--- src/rtl/fifo_wr_arbiter_if.sv ---
// Write-side bundle between requesting clients, the round-robin arbiter and the FIFO write port.
// master = arbiter side, slave = client/FIFO side.
interface fifo_wr_arbiter_if #(
    parameter int unsigned NUM_REQ    = 4,
    parameter int unsigned DATA_WIDTH = 8
);
    localparam int unsigned ID_WIDTH = $clog2(NUM_REQ);

    logic [NUM_REQ-1:0]            req;
    logic [NUM_REQ*DATA_WIDTH-1:0] req_data;
    logic                          full;
    logic [NUM_REQ-1:0]            gnt;
    logic                          wr_en;
    logic [DATA_WIDTH-1:0]         wr_data;
    logic                          busy;
    logic [ID_WIDTH-1:0]           owner_id;

    modport master (
        input  req, req_data, full,
        output gnt, wr_en, wr_data, busy, owner_id
    );

    modport slave (
        output req, req_data, full,
        input  gnt, wr_en, wr_data, busy, owner_id
    );
endinterface

--- src/rtl/fifo_wr_arbiter.sv ---
// Round-robin burst scheduler sharing one FIFO write port among NUM_REQ clk_A requesters.
// Optional FIFO_ARB_STALL_CNT_EN adds a saturating 16-bit stall_cnt output.
module fifo_wr_arbiter #(
    parameter int unsigned NUM_REQ    = 4,
    parameter int unsigned DATA_WIDTH = 8,
    parameter int unsigned MAX_BURST  = 4
) (
    input  logic              clk_A,
    input  logic              rst_A,
`ifdef FIFO_ARB_STALL_CNT_EN
    output logic [15:0]       stall_cnt,
`endif
    fifo_wr_arbiter_if.master bus
);
    localparam int unsigned ID_WIDTH  = $clog2(NUM_REQ);
    localparam int unsigned CNT_WIDTH = $clog2(MAX_BURST) + 1;
    localparam logic [CNT_WIDTH-1:0] LAST_BEAT = CNT_WIDTH'(MAX_BURST - 1);
    localparam logic [ID_WIDTH-1:0]  LAST_ID   = ID_WIDTH'(NUM_REQ - 1);

    typedef enum logic {
        IDLE  = 1'b0,
        BURST = 1'b1
    } state_t;

    state_t                state;
    state_t                state_nx;
    logic [ID_WIDTH-1:0]   owner;
    logic [ID_WIDTH-1:0]   owner_nx;
    logic [ID_WIDTH-1:0]   last_owner;
    logic [ID_WIDTH-1:0]   last_owner_nx;
    logic [ID_WIDTH-1:0]   sel;
    logic                  sel_vld;
    logic [CNT_WIDTH-1:0]  beat_cnt;
    logic [CNT_WIDTH-1:0]  beat_cnt_nx;
    logic                  own_req;
    logic                  acc;
    int unsigned           cand;
    logic [NUM_REQ-1:0]    gnt;
    logic [DATA_WIDTH-1:0] wr_data;

    // First pending requester above last_owner, wrapping, so the last owner comes last
    always_comb begin
        sel     = '0;
        sel_vld = 1'b0;
        cand    = 0;
        for (int unsigned k = 1; k <= NUM_REQ; k++) begin
            cand = (32'(last_owner) + k) % NUM_REQ;
            if (!sel_vld && bus.req[ID_WIDTH'(cand)]) begin
                sel     = ID_WIDTH'(cand);
                sel_vld = 1'b1;
            end
        end
    end

    assign own_req = bus.req[owner];
    assign acc     = (state == BURST) && own_req && !bus.full;

    always_ff @(posedge clk_A or posedge rst_A) begin
        if (rst_A) begin
            state      <= IDLE;
            owner      <= '0;
            last_owner <= LAST_ID;
            beat_cnt   <= '0;
        end else begin
            state      <= state_nx;
            owner      <= owner_nx;
            last_owner <= last_owner_nx;
            beat_cnt   <= beat_cnt_nx;
        end
    end

    // Next state plus the same-cycle accept strobe and write mux
    always_comb begin
        state_nx      = state;
        owner_nx      = owner;
        last_owner_nx = last_owner;
        beat_cnt_nx   = beat_cnt;
        gnt           = '0;
        wr_data       = '0;

        if (acc) gnt[owner] = 1'b1;
        if (state == BURST) wr_data = bus.req_data[32'(owner)*DATA_WIDTH +: DATA_WIDTH];

        unique case (state)
            IDLE: begin
                if (sel_vld && !bus.full) begin
                    state_nx    = BURST;
                    owner_nx    = sel;
                    beat_cnt_nx = '0;
                end
            end
            BURST: begin
                if (acc) beat_cnt_nx = beat_cnt + CNT_WIDTH'(1);
                // A full stall is neither an accept nor a release, so the burst just waits
                if ((acc && (beat_cnt == LAST_BEAT)) || !own_req) begin
                    state_nx      = IDLE;
                    last_owner_nx = owner;
                    beat_cnt_nx   = '0;
                end
            end
        endcase
    end

    assign bus.gnt      = gnt;
    assign bus.wr_en    = acc;
    assign bus.wr_data  = wr_data;
    assign bus.busy     = (state == BURST);
    assign bus.owner_id = owner;

`ifdef FIFO_ARB_STALL_CNT_EN
    // Owner has data but the FIFO is full; saturates instead of wrapping
    always_ff @(posedge clk_A or posedge rst_A) begin
        if (rst_A) begin
            stall_cnt <= '0;
        end else if ((state == BURST) && own_req && bus.full && (stall_cnt != 16'hFFFF)) begin
            stall_cnt <= stall_cnt + 16'd1;
        end
    end
`else
    // No stall counter in this build.
`endif

endmodule
--- src/flat_wrapper.sv ---
// flat-port wrapper written by rule: the top's interface ports become plain ports
module fifo_wr_arbiter_flat 
#(
    parameter int unsigned NUM_REQ    = 4,
    parameter int unsigned DATA_WIDTH = 8,
    parameter int unsigned MAX_BURST  = 4
)
  (clk_A, rst_A, bus_req, bus_req_data, bus_full, bus_gnt, bus_wr_en, bus_wr_data, bus_busy, bus_owner_id);
  fifo_wr_arbiter_if #(.NUM_REQ(NUM_REQ), .DATA_WIDTH(DATA_WIDTH)) bus_i ();
  input  logic clk_A;
  input  logic rst_A;
  input wire logic [$bits(bus_i.req)-1:0] bus_req;
  input wire logic [$bits(bus_i.req_data)-1:0] bus_req_data;
  input wire logic [$bits(bus_i.full)-1:0] bus_full;
  output wire logic [$bits(bus_i.gnt)-1:0] bus_gnt;
  output wire logic [$bits(bus_i.wr_en)-1:0] bus_wr_en;
  output wire logic [$bits(bus_i.wr_data)-1:0] bus_wr_data;
  output wire logic [$bits(bus_i.busy)-1:0] bus_busy;
  output wire logic [$bits(bus_i.owner_id)-1:0] bus_owner_id;
  assign bus_i.req = bus_req;
  assign bus_i.req_data = bus_req_data;
  assign bus_i.full = bus_full;
  assign bus_gnt = bus_i.gnt;
  assign bus_wr_en = bus_i.wr_en;
  assign bus_wr_data = bus_i.wr_data;
  assign bus_busy = bus_i.busy;
  assign bus_owner_id = bus_i.owner_id;
  fifo_wr_arbiter #(.NUM_REQ(NUM_REQ), .DATA_WIDTH(DATA_WIDTH), .MAX_BURST(MAX_BURST)) u_core (.clk_A(clk_A), .rst_A(rst_A), .bus(bus_i));
endmodule
--- config.mk ---
export PLATFORM = sky130hd
export DESIGN_NAME = fifo_wr_arbiter_flat
export DESIGN_NICKNAME = d
export VERILOG_FILES = /design/src/rtl/fifo_wr_arbiter_if.sv /design/src/rtl/fifo_wr_arbiter.sv /design/src/flat_wrapper.sv
export SDC_FILE = /design/constraint.sdc
export NUM_CORES = 1
export LEC_CHECK = 0
export BUFFER_PORTS_ARGS = -buffer_cell sky130_fd_sc_hd__buf_2
export CAP_MARGIN = 40
export CORE_MARGIN = 3
export CORE_UTILIZATION = 37
export DETAILED_ROUTE_END_ITERATION = 10
export PLACE_DENSITY = 0.77
export SLEW_MARGIN = 15
export SYNTH_ARGS = -nofsm -noshare
export SYNTH_HDL_FRONTEND = slang
export SYNTH_SLANG_ARGS = --single-unit
--- constraint.sdc ---
create_clock -name clk_A -period 1.62 [get_ports clk_A]
set_clock_uncertainty 0.15 [all_clocks]
set_input_delay 0.162 -clock clk_A [delete_from_list [all_inputs] [get_ports clk_A]]
set_output_delay 0.162 -clock clk_A [all_outputs]
set_load 0.02 [all_outputs]
Word level (Yosys, flattened, before mapping)
Cells that the tools add are included.
- $add $sub $neg: 5
- magnitude comparators: 6
- equal/unequal tests: 3
- shift operators: 1
- mux-type cells: 29
- bitwise operators: 1
- reductions and logical operators: 17
- operator list (operator ; count):
    $shiftx A32 B6 Y8 ; 1
    $lt A2 B3 Y1 const B ; 5
    $mux W1 ; 12
    $bmux W1 S2 ; 5
    $mux W3 ; 3
    $logic_and A1 B1 Y1 ; 8
    $mux W2 ; 4
    $mux W8 ; 1
    $pmux W3 S2 ; 1
    $reduce_and A2 Y1 ; 3
    $logic_not A1 Y1 ; 5
    $add A2 B1 Y2 const B ; 2
    $add A2 B2 Y2 const B ; 2
    $mux W4 ; 1
    $add A3 B1 Y3 const B ; 1
    $eq A3 B2 Y1 const B ; 1
    $ne A3 B3 Y1 const B ; 1
    $demux W1 S2 ; 1
    $ge A2 B1 Y1 const B ; 1
    $ne A2 B1 Y1 const B ; 1
    $pmux W1 S2 ; 1
    $logic_or A1 B1 Y1 ; 1
    $not A1 Y1 ; 1
- register bits: 8

Logic depth before layout (Yosys ltp)
Gate-level depths: netlist of the first run.
- depth after elaboration: 16
- gate-level depth with buffers: 5
- mapped depth without buffers: 5

Least setup slack after synthesis of the first run
Ideal clock, no wire load.
- path kind: flip-flop to output port
- start point: register u_core.owner[0] (netlist: u_core.bus.owner_id[0])
- end point: output bus_gnt[2]
- arrival time: 1708 ps
- data required time: 1308 ps
- slack: -400 ps
- stages on the path, launching flop included: 5
- path buffers: 1
- cell sequence: dfrtp_1 -> buf_6 -> mux4_2 -> nand3b_4 -> nor3b_1
- longest elaborated chain between the ends: 5
- elaborated cells on any way between the ends: 10
- ends and longest elaborated chain (element ; RTL line ; source):
    start: declaration ; fifo_wr_arbiter.sv:27 ; logic [ID_WIDTH-1:0] owner;
    start signal: assignment ; fifo_wr_arbiter.sv:66 ; owner <= owner_nx;
    $lt A2 B3 Y1 (implied by the code), or another cell as far along ; fifo_wr_arbiter.sv:81 ; if (acc) gnt[owner] = 1'b1;
    $logic_and A1 B1 Y1 (implied by the code) / $mux W1 (equally long branches) ; fifo_wr_arbiter.sv:81, fifo_wr_arbiter.sv:55 ;
    $mux W1 (implied by the code) / $logic_and A1 B1 Y1 (equally long branches) ; fifo_wr_arbiter.sv:81, fifo_wr_arbiter.sv:56 ;
    $demux W1 S2 / $logic_and A1 B1 Y1 (equally long branches) ; - ;
    $mux W4 (*) ; fifo_wr_arbiter.sv:81 ;
    end: declaration ; flat_wrapper.sv:15 ; output wire logic [$bits(bus_i.gnt)-1:0] bus_gnt;
Every way passes the cells marked *; elsewhere a longest branch is shown, timed or not. The select of a mux whose other input is x is not followed.

Worst setup path after layout of the first run
- start point: register u_core.owner[0] (netlist: u_core.bus.owner_id[0])
- end point: output bus_gnt[3]
The elaborated chain is that of the path after synthesis.

==> run summary, run 1 <==
sw frac = 43.0%
CP max stage delay = 0.56 ns
first-iteration detailed-routing DRC count = 12
H-Tree Depth = 1
Via density = 5.15
Critical Path RT = 1.31 ns
Worst-path clk slew = 0.06 ns
RSZ-0062 raised after global routing = yes
Die Wd = 52.8 µm
gp weighted congestion = 0.812
M3 GR Usage = 5.98%
Max Cap Viol = 0
crit-path cells = mux4_2 -> nand3b_4 -> inv_4 -> and3_4 -> buf_6
post-route ant nets = 0
core area = 2020 µm²
die footprint = 2790 µm²
clk_lat worst skew = 0.25 ns
violations in the final reports = setup timing
PortBufs = 54
total number of vias = 880
CP Capture Type = output port
Antenna diodes = 0
worst setup margin = -0.359 ns
Final setup viols = 19
Yosys warnings = 0
CTS buffer count = 3
final slew viol count = 0
clk buf depth = 2
row cnt = 16
non-filler instance count after layout = 171
Pint = 1.13 mW
Gate power share = 71.9%
initial core utilization = 40.0%
number of I/O pins = 55
Seq pwr share = 20.0%
maximum number of pins on one net before global-route repair = 16
final WL = 2460 µm
FILL cells = 167
dpl ws = -0.130 ns
Final Cycle Share = 122%
Die Span Y = 52.8 µm
layout cell share with drive strength beyond 1 = 66.0%
Total GRT Usage = 17.3%
Overflow after GRT = 0
post-layout util = 64.4%
slowest cell on the critical path = mux4_2
Design Power = 1.98 mW
Slew @ Worst Pin = 0.391 ns
status = complete, but fails checks
Remaining DRCs = 0
Lkg Pwr = 0.637 nW
share of total power in the clock network = 8.1%
clock tree root buffer cell = clkbuf_4
post-DR wirelength/cell = 14.4 µm
Tmin final = 1.98 ns
initial antenna violation count = 0
Crit path max-delay family = multiplexers
Initial DRT Pass Iterations = 4
Inst Count DP = 163
Nets = 186
sum of net half-perimeters after detailed placement = 2060 µm
Distinct cells, synth = 34
pwr dens = 1520 nW/µm²
type of the worst setup path = reg -> out
area grow syn2layout = 60.7%
Worst Path Max Fanout = 4
clock tree from TritonCTS = built
synthesized cell area = 810 µm²
Max IR drop VDD = 0.766 mV
layer with the highest usage = met2
global-route wire length before repair = 3590 µm
CP startpoint kind = flop
global routing usage on met2 = 33.3%
Max-slew headroom = 73.7%
WP buf/inv = 2
clk sinks = 8
Avg Cell Area, Syn = 10.8 µm²
Sw Pwr = 0.851 mW
Achievable Freq = 505 MHz
Cells after Synth = 75
Hold Path Class = in -> reg
Fin. Hold Viols = 0
Worst EP arrival = 1.67 ns
GR met1 Demand/Resource = 16.7%
#FFs+latches synth = 8
sequential area share after synthesis = 25.0%
Mapped Nets = 116
vias in the first global route = 861
## synth_stat cells
| library cell | count | share of area [%] |
|---|---|---|
| and2_1 | 8 | 6.2 |
| nor2_1 | 2 | 0.93 |
| o21bai_1 | 1 | 0.93 |
| nand3_1 | 1 | 0.62 |
| a41oi_1 | 1 | 1.1 |
| and3_1 | 1 | 0.77 |
| nand2_1 | 2 | 0.93 |
| or2_2 | 2 | 1.5 |
| buf_6 | 1 | 1.4 |
| nor2b_1 | 1 | 0.77 |
| a21oi_4 | 1 | 2.0 |
| mux2i_1 | 1 | 1.2 |
| dfstp_2 | 2 | 6.5 |
| mux2_1 | 2 | 2.8 |
| or4_1 | 1 | 0.93 |
| o21ai_0 | 1 | 0.62 |
| ha_1 | 2 | 3.1 |
| dfrtp_1 | 6 | 19 |
| nand3b_4 | 1 | 2.5 |
| nor4_1 | 1 | 0.77 |
| a2bb2oi_1 | 1 | 1.1 |
| nand2b_1 | 4 | 3.1 |
| mux4_2 | 9 | 25 |
| inv_2 | 1 | 0.46 |
| a21boi_0 | 2 | 1.9 |
| o41ai_1 | 1 | 1.1 |
| nor3_1 | 1 | 0.62 |
| o32ai_1 | 3 | 3.2 |
| buf_2 | 1 | 0.62 |
| nor3b_1 | 3 | 2.8 |
| o31ai_1 | 1 | 0.93 |
| clkbuf_1 | 2 | 0.93 |
| a21oi_1 | 3 | 1.9 |
| inv_1 | 5 | 2.3 |
## per-layer routing
metal,wire (µm),share of wire (%),vias to the layer above
li1,-,-,426
met1,869,35,405
met2,1270,52,45
met3,303,12,4
met4,18,0.73,0
met5,0,0,-
## worst register-to-register path: stages (launching register included)
cell and delay [ns]:
dfrtp_2 0.39, mux4_2 0.56, buf_4 0.16, buf_6 0.11, a21oi_4 0.14, mux2_4 0.32
## registers in the layout, summed over array words and instances, names as in the netlist
| register | flops |
|---|---|
| u_core.beat_cnt | 3 |
| u_core.bus.owner_id | 2 |
| u_core.last_owner | 2 |
| u_core.bus.busy | 1 |
## timing repair
action                     4_1_cts  5_1_grt
buffers inserted                 2        2
hold buffers                     1        0
gates resized for setup         10        4
pin swaps                        1        2
hold endpoints to repair         8        0
setup endpoints to repair       18       19
## kinds of logic (layout without fill, tap and decap cells)
kind of cell	after synthesis	after routing	share of synthesized area (%)
mux	12	12	29.1
compound gates	15	15	14.7
simple gates	28	28	22.4
buf+inv	10	79	5.72
flops	8	8	25.0
fa+ha+maj	2	2	3.09
## worst paths after layout
| path | from | end | slack, ns | cells past startpoint |
|---|---|---|---|---|
| min in group asynchronous | rst_A | u_core.bus.busy$_DFF_PP0_ | 0.24 | 3 |
| worst min register to register | u_core.beat_cnt[2]$_DFFE_PP0P_ | u_core.beat_cnt[2]$_DFFE_PP0P_ | 0.42 | 2 |
| worst max-delay path | u_core.bus.owner_id[0]$_DFFE_PP0P_ | bus_gnt[3] | -0.36 | 5 |
| worst min-delay path | bus_full | u_core.bus.owner_id[1]$_DFFE_PP0P_ | 0.07 | 3 |
| max in group asynchronous | rst_A | u_core.last_owner[1]$_DFFE_PP1P_ | 0.79 | 3 |
| worst max register to register | u_core.bus.owner_id[0]$_DFFE_PP0P_ | u_core.last_owner[0]$_DFFE_PP1P_ | -0.29 | 5 |
## cell usage in the layout, fill, tap and decap left out, types with 2 or more instances in the layout
cell type   n
a21boi_0    2
a21oi_1     3
and2_1      8
buf_2      49
buf_4      14
buf_6       5
clkbuf_4    3
dfrtp_1     5
dfstp_2     2
ha_1        2
inv_1       5
mux2_4      2
mux4_2      9
nand2_1     2
nand2b_1    4
nor3b_2     2
o32ai_1     3
or2_2       2
## stage by stage
step / area [µm²] / hold slack (ns) / setup TNS [ns]
2_1_floorplan: 837 / -0.174 / -2.28
3_3_place_gp: 1200 / -0.0394 / -1.06
3_5_place_dp: 1200 / -0.0279 / -1.41
4_1_cts: 1280 / 0.0743 / -5.24
5_1_grt: 1300 / 0.0982 / -6.32
6_report: 1300 / 0.0713 / -5.23
## layout make-up
| type | count | area [µm²] | share of cell area (%) |
|---|---|---|---|
| repair buffers | 69 | 417 | 32.0 |
| clock buffers | 4 | 26.3 | 2.02 |
| multi-input cells | 57 | 596 | 45.8 |
| flip-flops and latches | 8 | 204 | 15.7 |
| inverters | 6 | 25.0 | 1.92 |
| well taps | 27 | 33.8 | 2.60 |
## power by group through the flow
stage	clock [mW]	sequential (mW)	combinational, mW
5_1_grt	0.178	0.411	1.53
3_5_place_dp	0	0.392	1.30
2_1_floorplan	0	0.426	0.876
3_3_place_gp	0	0.388	1.26
6_report	0.161	0.396	1.42
4_1_cts	0.167	0.392	1.40
Note: power is estimated with default switching activity, not from simulation.
==> inputs of run 2 (changes only) <==
CORE_UTILIZATION = 38   (was 37)
CTS_BUF_LIST = sky130_fd_sc_hd__clkbuf_8   (was unset)
PLACE_DENSITY = 0.79   (was 0.77)
==> run summary, run 2 (synthesized netlist as in run 1, its figures left out) <==
status = complete, but fails checks (unchanged)
violations in the final reports = setup timing (unchanged)
clk sinks = 8 (unchanged)
Die Span Y = 52.2 µm (was 52.8 µm)
post-layout util = 67.2% (was 64.4%)
final slew viol count = 0 (unchanged)
Achievable Freq = 510 MHz (was 505 MHz)
initial core utilization = 40.8% (was 40.0%)
clk_lat worst skew = 0.24 ns (was 0.25 ns)
Overflow after GRT = 0 (unchanged)
Final setup viols = 19 (unchanged)
clock tree from TritonCTS = built (unchanged)
Remaining DRCs = 0 (unchanged)
CP Capture Type = output port (unchanged)
Worst Path Max Fanout = 5 (was 4)
Seq pwr share = 18.6% (was 20.0%)
clk buf depth = 2 (unchanged)
Die Wd = 52.2 µm (was 52.8 µm)
CTS buffer count = 3 (unchanged)
RSZ-0062 raised after global routing = yes (unchanged)
Antenna diodes = 0 (unchanged)
Hold Path Class = in -> reg (unchanged)
most common cell after layout, fill and taps aside = buf_2 (unchanged)
die footprint = 2720 µm² (was 2790 µm²)
CP startpoint kind = flop (unchanged)
type of the worst setup path = reg -> out (unchanged)
vias in the first global route = 856 (was 861)
pwr dens = 1560 nW/µm² (was 1520 nW/µm²)
area grow syn2layout = 64.5% (was 60.7%)
max reg flops = 3 (unchanged)
FILL cells = 139 (was 167)
Via density = 5.14 (was 5.15)
post-DR wirelength/cell = 14.5 µm (was 14.4 µm)
sum of net half-perimeters after detailed placement = 1980 µm (was 2060 µm)
Max-slew headroom = 73.6% (was 73.7%)
maximum number of pins on one net before global-route repair = 16 (unchanged)
Pint = 1.20 mW (was 1.13 mW)
share of total power in the clock network = 12.7% (was 8.1%)
Nets = 188 (was 186)
initial antenna violation count = 0 (unchanged)
worst setup margin = -0.340 ns (was -0.359 ns)
number of I/O pins = 55 (unchanged)
RR Startpoint = u_core.bus.owner_id[0]$_DFFE_PP0P_ (unchanged)
total number of vias = 889 (was 880)
gp weighted congestion = 0.754 (was 0.812)
Setup TNS Final = -4.51 ns (was -5.23 ns)
Worst-path clk slew = 0.05 ns (was 0.06 ns)
Sw Pwr = 0.874 mW (was 0.851 mW)
Final Cycle Share = 121% (was 122%)
Total GRT Usage = 18.4% (was 17.3%)
Max IR drop VDD = 0.806 mV (was 0.766 mV)
dpl ws = -0.121 ns (was -0.130 ns)
Max Cap Viol = 0 (unchanged)
global-route wire length before repair = 3720 µm (was 3590 µm)
clock tree root buffer cell = clkbuf_8 (was clkbuf_4)
PortBufs = 54 (unchanged)
H-Tree Depth = 1 (unchanged)
Worst EP arrival = 1.65 ns (was 1.67 ns)
Gate power share = 68.6% (was 71.9%)
commonest cells after routing, fill and taps aside = buf_2 (49), buf_4 (17), mux4_2 (9) (was buf_2 (49), buf_4 (14), mux4_2 (9))
Lkg Pwr = 0.656 nW (was 0.637 nW)
Initial DRT Pass Iterations = 4 (unchanged)
Tmin final = 1.96 ns (was 1.98 ns)
final WL = 2510 µm (was 2460 µm)
first-iteration detailed-routing DRC count = 16 (was 12)
Fin. Hold Viols = 0 (unchanged)
row cnt = 16 (unchanged)
core area = 1980 µm² (was 2020 µm²)
post-route ant nets = 0 (unchanged)
Critical Path RT = 1.31 ns (about the same)
layout cell share with drive strength beyond 1 = 66.4% (was 66.0%)
Biggest register = u_core.beat_cnt (unchanged)
sw frac = 42.2% (was 43.0%)
HP Start = bus_full (unchanged)
worst setup path start = u_core.bus.owner_id[0]$_DFFE_PP0P_ (unchanged)
Slew @ Worst Pin = 0.392 ns (was 0.391 ns)
run 2: what timing repair did:
action / CTS / global route
hold buffers: 1 / 0
setup buffers: 4 / 1
resized for setup: 11 / 1
pin swaps: 0 / 1
endpoints found under the setup margin: 18 / 19
cloned: 0 / 0
hold endpoints to repair: 8 / 0
run 2: area by class of cell:
class	instances	area (µm²)	area share [%]
multi-input combinational	57	596	44.7
timing repair buffer	71	428	32.1
sequential	8	204	15.3
clock buffer	3	41.3	3.10
tap	27	33.8	2.54
inverter	6	25.0	1.88
clock inverter	1	3.75	0.282
run 2: power groups by stage:
stage          registers [mW]  clock network [mW]  logic [mW]
2_1_floorplan           0.426                   0       0.876
5_1_grt                 0.399               0.277        1.53
4_1_cts                 0.388               0.265        1.41
3_5_place_dp            0.388                   0        1.30
6_report                0.386               0.264        1.42
3_3_place_gp            0.380                   0        1.26
run 2: routing by layer:
layer | GRT usage, % | vias up | wire length, µm
met2 | 34.7 | 49 | 1280
met5 | 0 | - | 0
met1 | 18.1 | 409 | 902
li1 | - | 429 | -
met3 | 7.45 | 2 | 313
met4 | 5.11 | 0 | 15
run 2: worst max-delay path: stages (launching register included):
cell      delay [ns]
dfrtp_2         0.37
mux4_2          0.55
nand3b_4        0.14
inv_4           0.04
and3_4          0.17
buf_6           0.13
run 2: final timing paths:
kind,to,slack (ns),depth (start not counted)
setup / recovery,bus_gnt[3],-0.34,5
min in group asynchronous,u_core.bus.owner_id[1]$_DFFE_PP0P_,0.25,3
hold / removal,u_core.bus.owner_id[1]$_DFFE_PP0P_,0.07,3
max in group asynchronous,u_core.last_owner[1]$_DFFE_PP1P_,0.77,3
hold reg to reg,u_core.beat_cnt[2]$_DFFE_PP0P_,0.41,2
setup reg to reg,u_core.last_owner[1]$_DFFE_PP1P_,-0.20,4
run 2: stage by stage:
stage	hold slack (ns)	cells	total power, mW	cell area, µm²
global placement	-0.0314	163	1.64	1200
finish	0.0709	173	2.07	1330
floorplan	-0.174	75	1.30	837
CTS	0.0812	172	2.06	1320
detailed placement	-0.0280	163	1.68	1200
global route	0.113	173	2.20	1330
